**src/rtl/bringup_pattern_gen_if.sv**
```systemverilog
// UART-side byte handshake for the bring-up pattern generator: received
// bytes flow in, transmit requests flow out to a serialiser.
interface bringup_pattern_gen_if;
    logic       rx_valid_i;
    logic [7:0] rx_data_i;
    logic       tx_busy_i;
    logic       tx_write_o;
    logic [7:0] tx_data_o;

    // The generator is the master: it consumes rx/busy and drives the tx request.
    modport master (
        input  rx_valid_i,
        input  rx_data_i,
        input  tx_busy_i,
        output tx_write_o,
        output tx_data_o
    );

    modport slave (
        output rx_valid_i,
        output rx_data_i,
        output tx_busy_i,
        input  tx_write_o,
        input  tx_data_o
    );
endinterface

```
**src/rtl/bringup_pattern_gen.sv**
```systemverilog
// Board bring-up traffic source: emits a letter sweep, a byte counter or an
// echo of received bytes to a UART transmitter, paced by an interval tick.
module bringup_pattern_gen #(
    parameter int INTERVAL   = 120000,
    parameter int FIRST_CHAR = 65,
    parameter int LAST_CHAR  = 90,
    parameter int FIFO_DEPTH = 16
) (
    input  logic                   clock_i,
    input  logic                   reset_n_i,
    input  logic [1:0]             mode_i,
    bringup_pattern_gen_if.master  uart,
    output logic                   overflow_o,
    output logic                   tick_o
);

    localparam int CNT_W  = (INTERVAL > 2) ? $clog2(INTERVAL) : 1;
    localparam int ADDR_W = $clog2(FIFO_DEPTH);
    localparam logic [CNT_W-1:0] RELOAD     = CNT_W'(INTERVAL - 1);
    localparam logic [7:0]       FIRST_BYTE = 8'(FIRST_CHAR);
    localparam logic [7:0]       LAST_BYTE  = 8'(LAST_CHAR);

    typedef enum logic [1:0] {
        MODE_SWEEP = 2'd0,
        MODE_COUNT = 2'd1,
        MODE_ECHO  = 2'd2,
        MODE_IDLE  = 2'd3
    } mode_e;

    mode_e            mode;
    mode_e            mode_q;
    logic [CNT_W-1:0] counter;
    logic             pending;
    logic [7:0]       sweep;
    logic [7:0]       count;
    logic [7:0]       fifo_mem [FIFO_DEPTH];
    logic [ADDR_W:0]  rd_ptr;
    logic [ADDR_W:0]  wr_ptr;

    logic       mode_changed;
    logic       fifo_empty;
    logic       fifo_full;
    logic       source_ready;
    logic [7:0] source_data;
    logic       send;
    logic       push;
    logic       pop;
    logic       push_accept;
    logic       timed_mode;

    assign mode         = mode_e'(mode_i);
    assign mode_changed = (mode != mode_q);
    assign timed_mode   = (mode == MODE_SWEEP) || (mode == MODE_COUNT);
    assign fifo_empty   = (rd_ptr == wr_ptr);
    assign fifo_full    = (rd_ptr[ADDR_W] != wr_ptr[ADDR_W]) &&
                          (rd_ptr[ADDR_W-1:0] == wr_ptr[ADDR_W-1:0]);

    always_comb begin
        source_ready = 1'b0;
        source_data  = 8'd0;
        case (mode)
            MODE_SWEEP: begin
                source_ready = pending;
                source_data  = sweep;
            end
            MODE_COUNT: begin
                source_ready = pending;
                source_data  = count;
            end
            MODE_ECHO: begin
                source_ready = !fifo_empty;
                source_data  = fifo_mem[rd_ptr[ADDR_W-1:0]];
            end
            default: begin
                source_ready = 1'b0;
                source_data  = 8'd0;
            end
        endcase
    end

    // Sends and pushes are held off in the cycle a mode change is seen, since
    // that edge flushes the queue and pending state left over from the old mode.
    assign send        = source_ready && !uart.tx_busy_i && !uart.tx_write_o && !mode_changed;
    assign push        = (mode == MODE_ECHO) && uart.rx_valid_i && !mode_changed;
    assign pop         = send && (mode == MODE_ECHO);
    assign push_accept = push && (!fifo_full || pop);

    always_ff @(posedge clock_i) begin
        if (push_accept) begin
            fifo_mem[wr_ptr[ADDR_W-1:0]] <= uart.rx_data_i;
        end
    end

    always_ff @(posedge clock_i or negedge reset_n_i) begin
        if (!reset_n_i) begin
            counter         <= RELOAD;
            tick_o          <= 1'b0;
            mode_q          <= MODE_SWEEP;
            pending         <= 1'b0;
            sweep           <= FIRST_BYTE;
            count           <= 8'd0;
            rd_ptr          <= '0;
            wr_ptr          <= '0;
            overflow_o      <= 1'b0;
            uart.tx_write_o <= 1'b0;
            uart.tx_data_o  <= 8'd0;
        end else begin
            if (counter == '0) begin
                counter <= RELOAD;
                tick_o  <= 1'b1;
            end else begin
                counter <= counter - CNT_W'(1);
                tick_o  <= 1'b0;
            end

            mode_q          <= mode;
            uart.tx_write_o <= send;
            if (send) begin
                uart.tx_data_o <= source_data;
            end

            // A tick that lands while a send is still owed is simply lost.
            if (mode_changed || (mode == MODE_IDLE)) begin
                pending <= 1'b0;
            end else if (send && timed_mode) begin
                pending <= 1'b0;
            end else if (tick_o && timed_mode) begin
                pending <= 1'b1;
            end

            if (send && (mode == MODE_SWEEP)) begin
                sweep <= (sweep == LAST_BYTE) ? FIRST_BYTE : sweep + 8'd1;
            end
            if (send && (mode == MODE_COUNT)) begin
                count <= count + 8'd1;
            end

            if (mode_changed) begin
                rd_ptr <= wr_ptr;
            end else begin
                if (pop) begin
                    rd_ptr <= rd_ptr + 1'b1;
                end
                if (push_accept) begin
                    wr_ptr <= wr_ptr + 1'b1;
                end
            end

            if (push && !push_accept) begin
                overflow_o <= 1'b1;
            end
        end
    end

endmodule

```
**src/flat_wrapper.sv**
```systemverilog
// flat-port wrapper written by rule: the top's interface ports become plain ports
module bringup_pattern_gen_flat 
#(
    parameter int INTERVAL   = 120000,
    parameter int FIRST_CHAR = 65,
    parameter int LAST_CHAR  = 90,
    parameter int FIFO_DEPTH = 16
)
  (clock_i, reset_n_i, mode_i, overflow_o, tick_o, uart_rx_valid_i, uart_rx_data_i, uart_tx_busy_i, uart_tx_write_o, uart_tx_data_o);
  bringup_pattern_gen_if uart_i ();
  input  logic clock_i;
  input  logic reset_n_i;
  input  logic [1:0] mode_i;
  output logic overflow_o;
  output logic tick_o;
  input wire logic [$bits(uart_i.rx_valid_i)-1:0] uart_rx_valid_i;
  input wire logic [$bits(uart_i.rx_data_i)-1:0] uart_rx_data_i;
  input wire logic [$bits(uart_i.tx_busy_i)-1:0] uart_tx_busy_i;
  output wire logic [$bits(uart_i.tx_write_o)-1:0] uart_tx_write_o;
  output wire logic [$bits(uart_i.tx_data_o)-1:0] uart_tx_data_o;
  assign uart_i.rx_valid_i = uart_rx_valid_i;
  assign uart_i.rx_data_i = uart_rx_data_i;
  assign uart_i.tx_busy_i = uart_tx_busy_i;
  assign uart_tx_write_o = uart_i.tx_write_o;
  assign uart_tx_data_o = uart_i.tx_data_o;
  bringup_pattern_gen #(.INTERVAL(INTERVAL), .FIRST_CHAR(FIRST_CHAR), .LAST_CHAR(LAST_CHAR), .FIFO_DEPTH(FIFO_DEPTH)) u_core (.clock_i(clock_i), .reset_n_i(reset_n_i), .mode_i(mode_i), .uart(uart_i), .overflow_o(overflow_o), .tick_o(tick_o));
endmodule
```
**config.mk**
```make
export PLATFORM = sky130hd
export DESIGN_NAME = bringup_pattern_gen_flat
export DESIGN_NICKNAME = d
export VERILOG_FILES = /design/src/rtl/bringup_pattern_gen_if.sv /design/src/rtl/bringup_pattern_gen.sv /design/src/flat_wrapper.sv
export SDC_FILE = /design/constraint.sdc
export NUM_CORES = 1
export LEC_CHECK = 0
export ABC_AREA = 1
export BUFFER_PORTS_ARGS = -buffer_cell sky130_fd_sc_hd__clkbuf_2
export CAP_MARGIN = 20
export CORE_UTILIZATION = 56
export CTS_CLUSTER_SIZE = 8
export DETAILED_ROUTE_END_ITERATION = 10
export PLACE_DENSITY = 0.78
export SLEW_MARGIN = 20
export SYNTH_ARGS = -nofsm -noshare
export SYNTH_HDL_FRONTEND = slang
export SYNTH_SLANG_ARGS = --single-unit
export TNS_END_PERCENT = 10
```
**constraint.sdc**
```tcl
create_clock -name clock_i -period 2.2 [get_ports clock_i]
set_clock_uncertainty 0.05 [all_clocks]
set_input_delay 0 -clock clock_i [delete_from_list [all_inputs] [get_ports clock_i]]
set_output_delay 0 -clock clock_i [all_outputs]
set_load 0.01 [all_outputs]
```
* Word-level counts from Yosys, hierarchy flattened *
Memory sizes are Yosys's and may differ from the RTL's.
Cells that the tools add are included.

word-level totals
  word-level logic and storage cells = 66
  memory bits (writable) = 128
  bits in registers = 57
  memories kept = 1
  input bits = 14
  output and inout port bits = 11

memories
  memory           words  width  rd ports  clocked after Yosys merged registers in  write ports  line                       source
  u_core.fifo_mem  16     8      1         0                                        1            bringup_pattern_gen.sv:36  logic [7:0] fifo_mem [FIFO_DEPTH];

cells by class
  $add $sub $neg = 5
  reduce and logical (&&, ||, !) cells = 28
  multiplexer cells = 12
  eq/ne operators = 8
  bitwise logic cells = 1

operators by type and width
  operator               count
  $pmux 8 s3             1
  $logic_not 17->1       1
  $mux 17                1
  $sub 17x1->17 const B  1
  $add 8x1->8 const B    2
  $logic_and 1x1->1      13
  $add 5x1->5 const B    2
  $mux 5                 2
  $eq 8x7->1 const B     1
  $mux 8                 1
  $logic_not 1->1        6
  $mux 1                 6
  $eq 5x5->1             1
  $eq 2x2->1 const B     2
  $eq 4x4->1             1
  $logic_or 1x1->1       3
  $reduce_bool 3->1      1
  $eq 2x1->1 const B     1
  $logic_not 2->1        1
  $ne 2x2->1             1
  $pmux 1 s2             1
  $reduce_and 2->1       1
  $reduce_bool 2->1      1
  $reduce_or 2->1        1
  other kinds (2)        2

* Logic depth before layout (Yosys ltp) *
Gate-level depths: netlist of the first run.

  depth after elaboration = 11
  mapped depth = 13
  mapped depth without buffers = 12

* Worst setup path before layout of the first run *
No wires, ideal clock.

  path type = register -> register
  start = reg u_core.rd_ptr[0]
  end = mem u_core.fifo_mem[2][0] (enable)
  setup slack = -0.053 ns
  required time = 1.780 ns
  library setup time = 0.370 ns
  cell stages (with the launch flop) = 14
  data arrival time = 1.832 ns
  buffers on the path = 2
  period minus slack after synthesis = 2.253 ns
  path through = dfrtp_1 -> inv_2 -> buf_4 -> nand2_1 -> nand2_1 -> nor2_2 -> nand3_1 -> nand2_1 -> nand2_4 -> nand3_4 -> nand2_4 -> nand2_4 -> buf_6 -> nor2_1

between the ends
  cells in the longest elaborated chain, start to end = 11
  elaborated cells between the ends (all ways) = 14
  classes of those cells = eq/ne (2); mux (3); reduce/logical (9)

RTL lines
  element                           line                        source
  from (decl)                       bringup_pattern_gen.sv:37   logic [ADDR_W:0] rd_ptr;
  from (signal assigned)            bringup_pattern_gen.sv:139  rd_ptr <= wr_ptr;
  from (signal assigned)            bringup_pattern_gen.sv:142  rd_ptr <= rd_ptr + 1'b1;
  $eq 5x5->1                        bringup_pattern_gen.sv:54   assign fifo_empty = (rd_ptr == wr_ptr);
  $logic_not 1->1                   bringup_pattern_gen.sv:71   source_ready = !fifo_empty;
  $pmux 1 s2                        bringup_pattern_gen.sv:61   case (mode)
  $logic_and 1x1->1 (3 in series)   bringup_pattern_gen.sv:83   assign send = source_ready && !uart.tx_busy_i && !uart.tx_write_o && !mode_changed;
  $logic_and 1x1->1                 bringup_pattern_gen.sv:85   assign pop = send && (mode == MODE_ECHO);
  $logic_or 1x1->1 (*)              bringup_pattern_gen.sv:86   assign push_accept = push && (!fifo_full || pop);
  $logic_and 1x1->1 (*)             bringup_pattern_gen.sv:86
  $mux 1 (*)                        bringup_pattern_gen.sv:89   if (push_accept) begin
  $mux 1 (implied by the code) (*)  bringup_pattern_gen.sv:90   fifo_mem[wr_ptr[ADDR_W-1:0]] <= uart.rx_data_i;
  to (decl)                         bringup_pattern_gen.sv:36

Every way passes the cells marked *; elsewhere a longest branch is shown, timed or not.

* Worst setup path in the final report of the first run *
  start = reg u_core.wr_ptr[0]
  end = mem u_core.fifo_mem[8][4] (enable)

between the ends
  cells in the longest elaborated chain, start to end = 11
  elaborated cells between the ends (all ways) = 14
  classes of those cells = eq/ne (2); mux (3); reduce/logical (9)

RTL lines
  element                          line                        source
  from (decl)                      bringup_pattern_gen.sv:38   logic [ADDR_W:0] wr_ptr;
  from (signal assigned)           bringup_pattern_gen.sv:145  wr_ptr <= wr_ptr + 1'b1;
  $eq 5x5->1                       bringup_pattern_gen.sv:54
  $logic_not 1->1                  bringup_pattern_gen.sv:71
  $pmux 1 s2                       bringup_pattern_gen.sv:61
  $logic_and 1x1->1 (3 in series)  bringup_pattern_gen.sv:83
  $logic_and 1x1->1                bringup_pattern_gen.sv:85
  $logic_or 1x1->1                 bringup_pattern_gen.sv:86
  $logic_and 1x1->1                bringup_pattern_gen.sv:86
  $mux 1                           bringup_pattern_gen.sv:89
  $mux 1 (implied by the code)     bringup_pattern_gen.sv:90

Parallel ways exist; a longest one is shown, timed or not.

==> results.py, run 1 <==
metrics = {
    "outcome": {
        "result_of_the_run": "finished, final reports clean",
    },
    "power_and_ir_drop": {
        "pwr-share-clk": 0.314,
        "p_int_w": 0.00637,
        "power_leakage_nw": 3.77,
        "power_density_nw_per_um2": 1000,
        "switchingPower_w": 0.00315,
        "power.switching_fraction": 0.331,
        "power_consumption_w": 0.00952,
        "share_comb_of_total_power": 0.255,
        "p_seq_frac": 0.431,
        "peakVddDrop_mv": 0.714,
    },
    "floorplan": {
        "ios": 25,
        "std_cell_rows": 44,
        "floorplan.die.height_um": 124,
        "design.die.area_um2": 15400,
        "start_util": 0.576,
        "placeableCoreArea_um2": 14500,
        "fp.dieW_um": 124,
    },
    "flow_run": {
        "max_cap_viol_count": 0,
    },
    "sta": {
        "final_worst_setup_slack_ns": 0.137,
        "post-route-min-period_ns": 2.06,
        "tightest_slew_ns": 0.560,
        "hold_viol": 0,
        "fmaxAchievable_mhz": 485,
        "timing.final.setup_violations": 0,
        "worst_slew_margin_rel": 0.625,
        "period_share": 0.938,
        "final_max_slew_viol_count": 0,
    },
    "routing": {
        "total_via_count_after_detailed_routing": 5981,
        "drt_drc_violations_left": 0,
        "via_per_inst": 5.50,
        "antenna_violating_nets_post_route": 0,
        "wl_mm": 18.3,
        "drt_first_pass_iters": 6,
        "post_drt_wl_per_cell_um": 16.8,
        "first_iter_violations": 625,
    },
    "cells_and_area": {
        "layout.core_utilization": 0.652,
        "post_route_cells_drive_above_1_share": 0.143,
        "seq_area_um2": 5290,
        "postLayoutCellArea_um2": 9480,
        "antenna-diode-count": 0,
        "flow.area_growth_from_synthesis_pct": 13.2,
        "final_nets": 914,
        "multi_input_comb_area_um2": 2740,
        "fillCellCount": 1139,
    },
    "grt": {
        "first_global_vias": 5552,
        "grt_antenna_before_repair": 0,
        "grt_max_degree": 67,
        "globalRouteOverflowTotal": 0,
        "global_route_wire_length_before_repair_mm": 29.0,
        "groute.usage.overall": 0.245,
    },
    "worst_setup_path": {
        "critical_path_cell_list": "inv_1, nand2_1, nand2_1, nor2_2, nand3_1, nand2_1, nand2_4, nand3_4, nand2_4, nand2_8, nor2_1, buf_4",
        "timing.critical_path.slowest_cell_delay_ns": 0.45,
        "crit_family": "simple AND/OR/NAND/NOR gates",
        "cp_slowest_cell": "dfrtp_1",
        "crit_required_ns": 2.29,
        "critPathMostFrequentCell": "nand2_1",
        "timing.critical_path.to_type": "flop",
        "worstPathBufferInverterCount": 2,
        "ff2ff_setup_slack_ns": 0.14,
        "critPathLaunchType": "flop",
        "criticalPathCategory": "reg -> reg",
        "worstPathMaxFanout": 17,
        "worstPathArrival_ns": 2.15,
    },
    "synthesis": {
        "synth_cell_types": 35,
        "yosys.area_share.xor_xnor": 0.0281,
        "seq_cells_post_synth": 185,
        "synth.mux.area_fraction": 0,
        "fraction_of_the_mapped_netlist_area_in_adder_cells": 0.0134,
        "synth_edf_count": 128,
        "synth-compound-area-share": 0.0729,
        "ys_dominant_reg_cell": "edfxtp_1",
        "syn-cell-area_um2": 8370,
        "largest_family_of_logic_cells_by_synthesized_area": "simple AND/OR/NAND/NOR gates",
        "simple_gate_area_share_of_the_yosys_netlist": 0.212,
        "postSynthNetCount": 865,
        "post_synthesis_async_set_or_reset_flop_share": 0.308,
        "syn-instance-count": 842,
        "synth_seq_area_share": 0.632,
        "synth.yosys.warnings": 0,
        "syn_area_per_cell_um2": 9.94,
    },
    "clocking": {
        "tritoncts_clock_tree": "done",
        "clock_transition_at_the_register_clock_pins_on_the_worst_setup_and_hold_paths_after_cts_ns": 0.07,
        "worst_skew_pair.late_latency_ns": 0.44,
        "clock_tree.root_cell": "clkbuf_16",
        "cts-root-to-sink-buffers": 2,
        "cts_max_level": 4,
        "tritoncts_num_sinks": 185,
        "cts_made_buffers": 17,
    },
    "place": {
        "place_ws_ns": 0.135,
        "gp_routability_congestion": 0.900,
        "count_of_buffers_inserted_at_the_top_level_ports": 24,
        "detailed_place_hpwl_mm": 11.9,
        "placed_cell_area_um2": 8850,
    },
    "min_path": {
        "hold_path_class": "in -> reg",
    },
}
[power by group through the flow]
stage          logic, W  clock network (W)  registers [W]
2_1_floorplan   0.00164                  0        0.00416
3_3_place_gp    0.00234                  0        0.00417
3_5_place_dp    0.00238                  0        0.00417
4_1_cts         0.00241            0.00302        0.00410
5_1_grt         0.00270            0.00317        0.00413
6_report        0.00243            0.00299        0.00410
[sequential cells by signal, indices dropped and copies added (netlist names), 2 cells and up]
name                   count
u_core.count               8
u_core.counter            17
u_core.fifo_mem          128
u_core.mode_q              2
u_core.rd_ptr              5
u_core.sweep               8
u_core.uart.tx_data_o      8
u_core.wr_ptr              5
[stage by stage]
step | std cells | TNS (ns) | hold WS [ns]
2_1_floorplan | 842 | -4.21 | -0.346
3_3_place_gp | 1053 | 0 | -0.0270
5_1_grt | 1088 | -0.0146 | 0.0374
4_1_cts | 1088 | 0 | 0.0289
3_5_place_dp | 1053 | 0 | -0.0210
6_report | 1088 | 0 | 0.0225
[Yosys cell counts, types with 4 or more instances]
master    instances  share of area
a21oi_1          13         0.0078
buf_1             4         0.0018
buf_2             9         0.0054
clkbuf_1         12         0.0054
dfrtp_1          43           0.13
dfstp_2          14          0.044
edfxtp_1        128           0.46
ha_1              9          0.013
inv_1            47          0.021
inv_2             8         0.0036
nand2_1         150          0.067
nand2_4           4         0.0054
nand3_1          37          0.022
nand4_1          11         0.0082
nor2_1          194          0.087
nor3_1            7         0.0042
nor4_1            4         0.0030
o211ai_1         11         0.0099
o21ai_0          48          0.029
o21ai_1          43          0.026
xnor2_1           6         0.0063
xor2_1           19          0.020
[final timing paths]
kind                                         from                endpoint  depth (start not counted)
worst min register to register  u_core.counter[0]       u_core.counter[0]                          1
worst min-delay path            uart_rx_data_i[1]  u_core.fifo_mem[10][1]                          1
worst max register to register   u_core.wr_ptr[0]   u_core.fifo_mem[8][4]                         12
max in group asynchronous               reset_n_i       u_core.counter[0]                          3
min in group asynchronous               reset_n_i         u_core.sweep[2]                          3
worst max-delay path             u_core.wr_ptr[0]   u_core.fifo_mem[8][4]                         12
[worst reg2reg max path, delay by kind of cell (launching register included)]
family        cells  cell delay (ns)
buf+inv           2             0.35
flops             1             0.45
simple gates     10             0.93
[metal layers]
layer  up-vias  global-route usage  routed length [µm]  part of all wire
met3        28              0.0567                 994             0.054
li1       2919                   -                   -                 -
met1      2853               0.345                8370              0.46
met2       181               0.383                8640              0.47
met4         0              0.0702                 279             0.015
met5         -                   0                   0                 0
[cells by family after synthesis]
family / after synthesis
AND/OR/NAND/NOR: 420
buffers and inverters: 86
AO/OA/AOI/OAI: 116
XOR/XNOR: 26
flip-flops: 185
adder cells (fa/ha/maj): 9
[cells in the final DEF, fill, tap and decap left out, types with 2 or more instances in the layout]
master,instances
inv_6,4
nor3_1,7
xor2_1,19
nor2_2,4
dfstp_2,14
buf_12,2
clkinv_1,2
a21oi_1,13
ha_1,9
nand2_2,2
nand4_1,11
o21ai_0,48
clkbuf_16,17
inv_2,8
nand2_4,3
o211ai_1,11
edfxtp_1,128
clkinv_4,4
buf_4,30
nor2_1,193
nand3_1,37
nor4_1,4
nand2_1,150
inv_1,47
nor2_4,2
or2_2,2
o21ai_1,43
clkbuf_2,24
clkinvlp_4,2
dfrtp_1,42
dlygate4sd3_1,3
xnor2_1,6
inv_8,4
[timing repair]
item                                    4_1_cts  5_1_grt
hold buffers                                  3        0
resized for setup                             0        2
endpoints found under the setup margin        0       41
setup buffers                                 0        0
endpoints found under the hold margin        60        0
[cell type report]
cell class | count | area share
Sequential cell | 185 | 0.558
Multi-Input combinational cell | 571 | 0.290
Clock buffer | 17 | 0.0449
Timing Repair Buffer | 59 | 0.0438
Tap cell | 184 | 0.0243
Inverter | 57 | 0.0226
Clock inverter | 15 | 0.0169
No activity file was read; power rests on OpenSTA's default activity.
==> run 2: changes to the inputs <==
- CORE_UTILIZATION: 56 -> 60
- PLACE_DENSITY: 0.78 -> 0.79
- clock period: 2.2 -> 2 ns (I/O delays scaled with it)
==> results.py, run 2 (same netlist as run 1, synthesis figures left out) <==
metrics = {
    "outcome": {
        "result_of_the_run": "finished, final reports clean",
    },
    "power_and_ir_drop": {
        "peakVddDrop_mv": 1.18,
        "switchingPower_w": 0.00348,
        "power_leakage_nw": 3.88,
        "power.switching_fraction": 0.319,
        "power_density_nw_per_um2": 1120,
        "p_int_w": 0.00740,
        "share_comb_of_total_power": 0.261,
        "p_seq_frac": 0.416,
        "pwr-share-clk": 0.323,
    },
    "grt": {
        "globalRouteOverflowTotal": 0,
        "busiest_metal_layer_after_global_routing": "met2",
        "gr-usage-met3": 0.0599,
        "gr-usage-met1": 0.401,
        "first_global_vias": 6208,
        "grt_max_degree": 34,
        "grt_antenna_before_repair": 0,
        "global_route_wire_length_before_repair_mm": 31.4,
        "groute.usage.overall": 0.293,
        "met2_usage": 0.455,
    },
    "flow_run": {
        "max_cap_viol_count": 0,
    },
    "sta": {
        "timing.final.setup_violations": 0,
        "fmaxAchievable_mhz": 516,
        "post-route-min-period_ns": 1.94,
        "worst_slew_margin_rel": 0.645,
        "hold_viol": 0,
        "period_share": 0.970,
        "rsz0062_at_grt": "yes",
        "tightest_slew_ns": 0.531,
        "timing.setup.tns_ns": 0,
        "final_max_slew_viol_count": 0,
    },
    "floorplan": {
        "fp.dieW_um": 120,
        "floorplan.die.height_um": 120,
        "design.die.area_um2": 14400,
        "start_util": 0.625,
        "ios": 25,
        "placeableCoreArea_um2": 13400,
        "std_cell_rows": 42,
    },
    "place": {
        "placed_cell_area_um2": 9020,
        "detailed_place_hpwl_mm": 13.3,
        "gp_routability_congestion": 0.933,
        "count_of_buffers_inserted_at_the_top_level_ports": 24,
    },
    "worst_setup_path": {
        "worstPathBufferInverterCount": 3,
        "timing.critical_path.slowest_cell_delay_ns": 0.43,
        "timing.critical_path.to_type": "flop",
        "worstPathArrival_ns": 2.02,
        "rr_startpoint": "u_core.rd_ptr[0]",
        "critPathLaunchType": "flop",
        "rr_endpoint": "u_core.fifo_mem[0][5]",
        "ff2ff_setup_slack_ns": 0.06,
        "criticalPathCategory": "reg -> reg",
        "cp_slowest_cell": "dfrtp_2",
        "critical_path_cell_list": "inv_2, nand2_1, nand2_1, nor2_2, nand3_2, nand2_2, nand2_4, nand3_4, nand2_4, buf_6, nand3_2, nor2_2, buf_4",
        "rr_worst_depth": 13,
        "worstPathMaxFanout": 8,
        "crit_required_ns": 2.09,
        "crit_family": "simple AND/OR/NAND/NOR gates",
    },
    "clocking": {
        "cts_made_buffers": 17,
        "cts_max_level": 4,
        "worst_skew_pair.late_latency_ns": 0.43,
        "cts-root-to-sink-buffers": 2,
        "clock_tree.root_cell": "clkbuf_16",
        "tritoncts_num_sinks": 185,
        "tritoncts_clock_tree": "done",
        "clock_transition_at_the_register_clock_pins_on_the_worst_setup_and_hold_paths_after_cts_ns": 0.07,
    },
    "min_path": {
        "whs_path_depth": 1,
        "whs_endpoint": "u_core.fifo_mem[14][7]",
        "worst_hold_startpoint": "uart_rx_data_i[7]",
        "hold_path_class": "in -> reg",
    },
    "routing": {
        "drt_drc_violations_left": 0,
        "drt_first_pass_iters": 5,
        "total_via_count_after_detailed_routing": 6251,
        "first_iter_violations": 657,
        "post_drt_wl_per_cell_um": 17.7,
        "antenna_violating_nets_post_route": 0,
        "wl_mm": 19.5,
        "via_per_inst": 5.68,
    },
    "cells_and_area": {
        "leading_cell_type_in_the_layout_fill_and_taps_excluded": "nor2_1",
        "postLayoutCellArea_um2": 9750,
        "largest_register_ff_count": 128,
        "antenna-diode-count": 0,
        "mostFrequentLayoutCells": "nor2_1 (181), nand2_1 (149), edfxtp_1 (128)",
        "final_nets": 935,
        "flow.area_growth_from_synthesis_pct": 16.4,
        "post_route_cells_drive_above_1_share": 0.178,
        "layout.core_utilization": 0.727,
    },
}
==> run 2: metal layers <==
metal	vias to the layer above	part of all wire
met3	48	0.058
met1	3018	0.43
met2	231	0.48
met5	-	0
li1	2954	-
met4	0	0.028
==> run 2: worst max-delay path by stage <==
stage | startpoint | end | slack, ns | depth (start not counted)
after floorplan | u_core.rd_ptr[0] | u_core.fifo_mem[0][0] | -0.12 | 12
after global placement | u_core.rd_ptr[1] | u_core.fifo_mem[0][3] | 0.12 | 13
after detailed placement | u_core.rd_ptr[0] | u_core.fifo_mem[2][2] | 0.08 | 12
after CTS | u_core.wr_ptr[0] | u_core.fifo_mem[2][6] | 0.06 | 12
after global routing | u_core.rd_ptr[0] | u_core.fifo_mem[12][2] | -0.04 | 13
final | u_core.rd_ptr[0] | u_core.fifo_mem[0][5] | 0.06 | 13
==> run 2: through the flow <==
step	hold WS (ns)	worst slack (ns)	total power, W	instances
3_3_place_gp	-0.0625	0.122	0.00720	1064
4_1_cts	0.0279	0.0620	0.0108	1100
5_1_grt	0.0431	-0.0353	0.0114	1101
2_1_floorplan	-0.346	-0.124	0.00642	842
3_5_place_dp	-0.0589	0.0785	0.00731	1064
6_report	0.0182	0.0608	0.0109	1101
==> run 2: area by class of cell <==
cell class / count / area, µm²
clock buffers: 17 / 425
fillers: 928 / 3650
inverters: 57 / 216
well taps: 176 / 220
repair buffers: 80 / 591
flip-flops and latches: 185 / 5290
multi-input cells: 571 / 2810
clock inverters: 15 / 199
==> run 2: what timing repair did <==
action                                  in CTS  in global routing
gates resized for setup                      0                 14
hold endpoints to repair                    48                  0
hold buffers                                 4                  0
buffers inserted                             0                  1
endpoints found under the setup margin       0                126
==> run 2: power by group through the flow <==
stage | registers [W] | clock network [W] | logic (W)
after floorplan | 0.00458 | 0 | 0.00184
after global placement | 0.00457 | 0 | 0.00262
after global routing | 0.00455 | 0.00370 | 0.00315
final | 0.00453 | 0.00352 | 0.00284
after CTS | 0.00452 | 0.00355 | 0.00277
after detailed placement | 0.00459 | 0 | 0.00272
==> run 2: worst register-to-register path, stage by stage, from the launching register on <==
cell	delay [ns]
dfrtp_2	0.43
inv_2	0.08
nand2_1	0.05
nand2_1	0.08
nor2_2	0.05
nand3_2	0.07
nand2_2	0.06
nand2_4	0.09
nand3_4	0.08
nand2_4	0.11
buf_6	0.12
nand3_2	0.07
nor2_2	0.11
buf_4	0.18
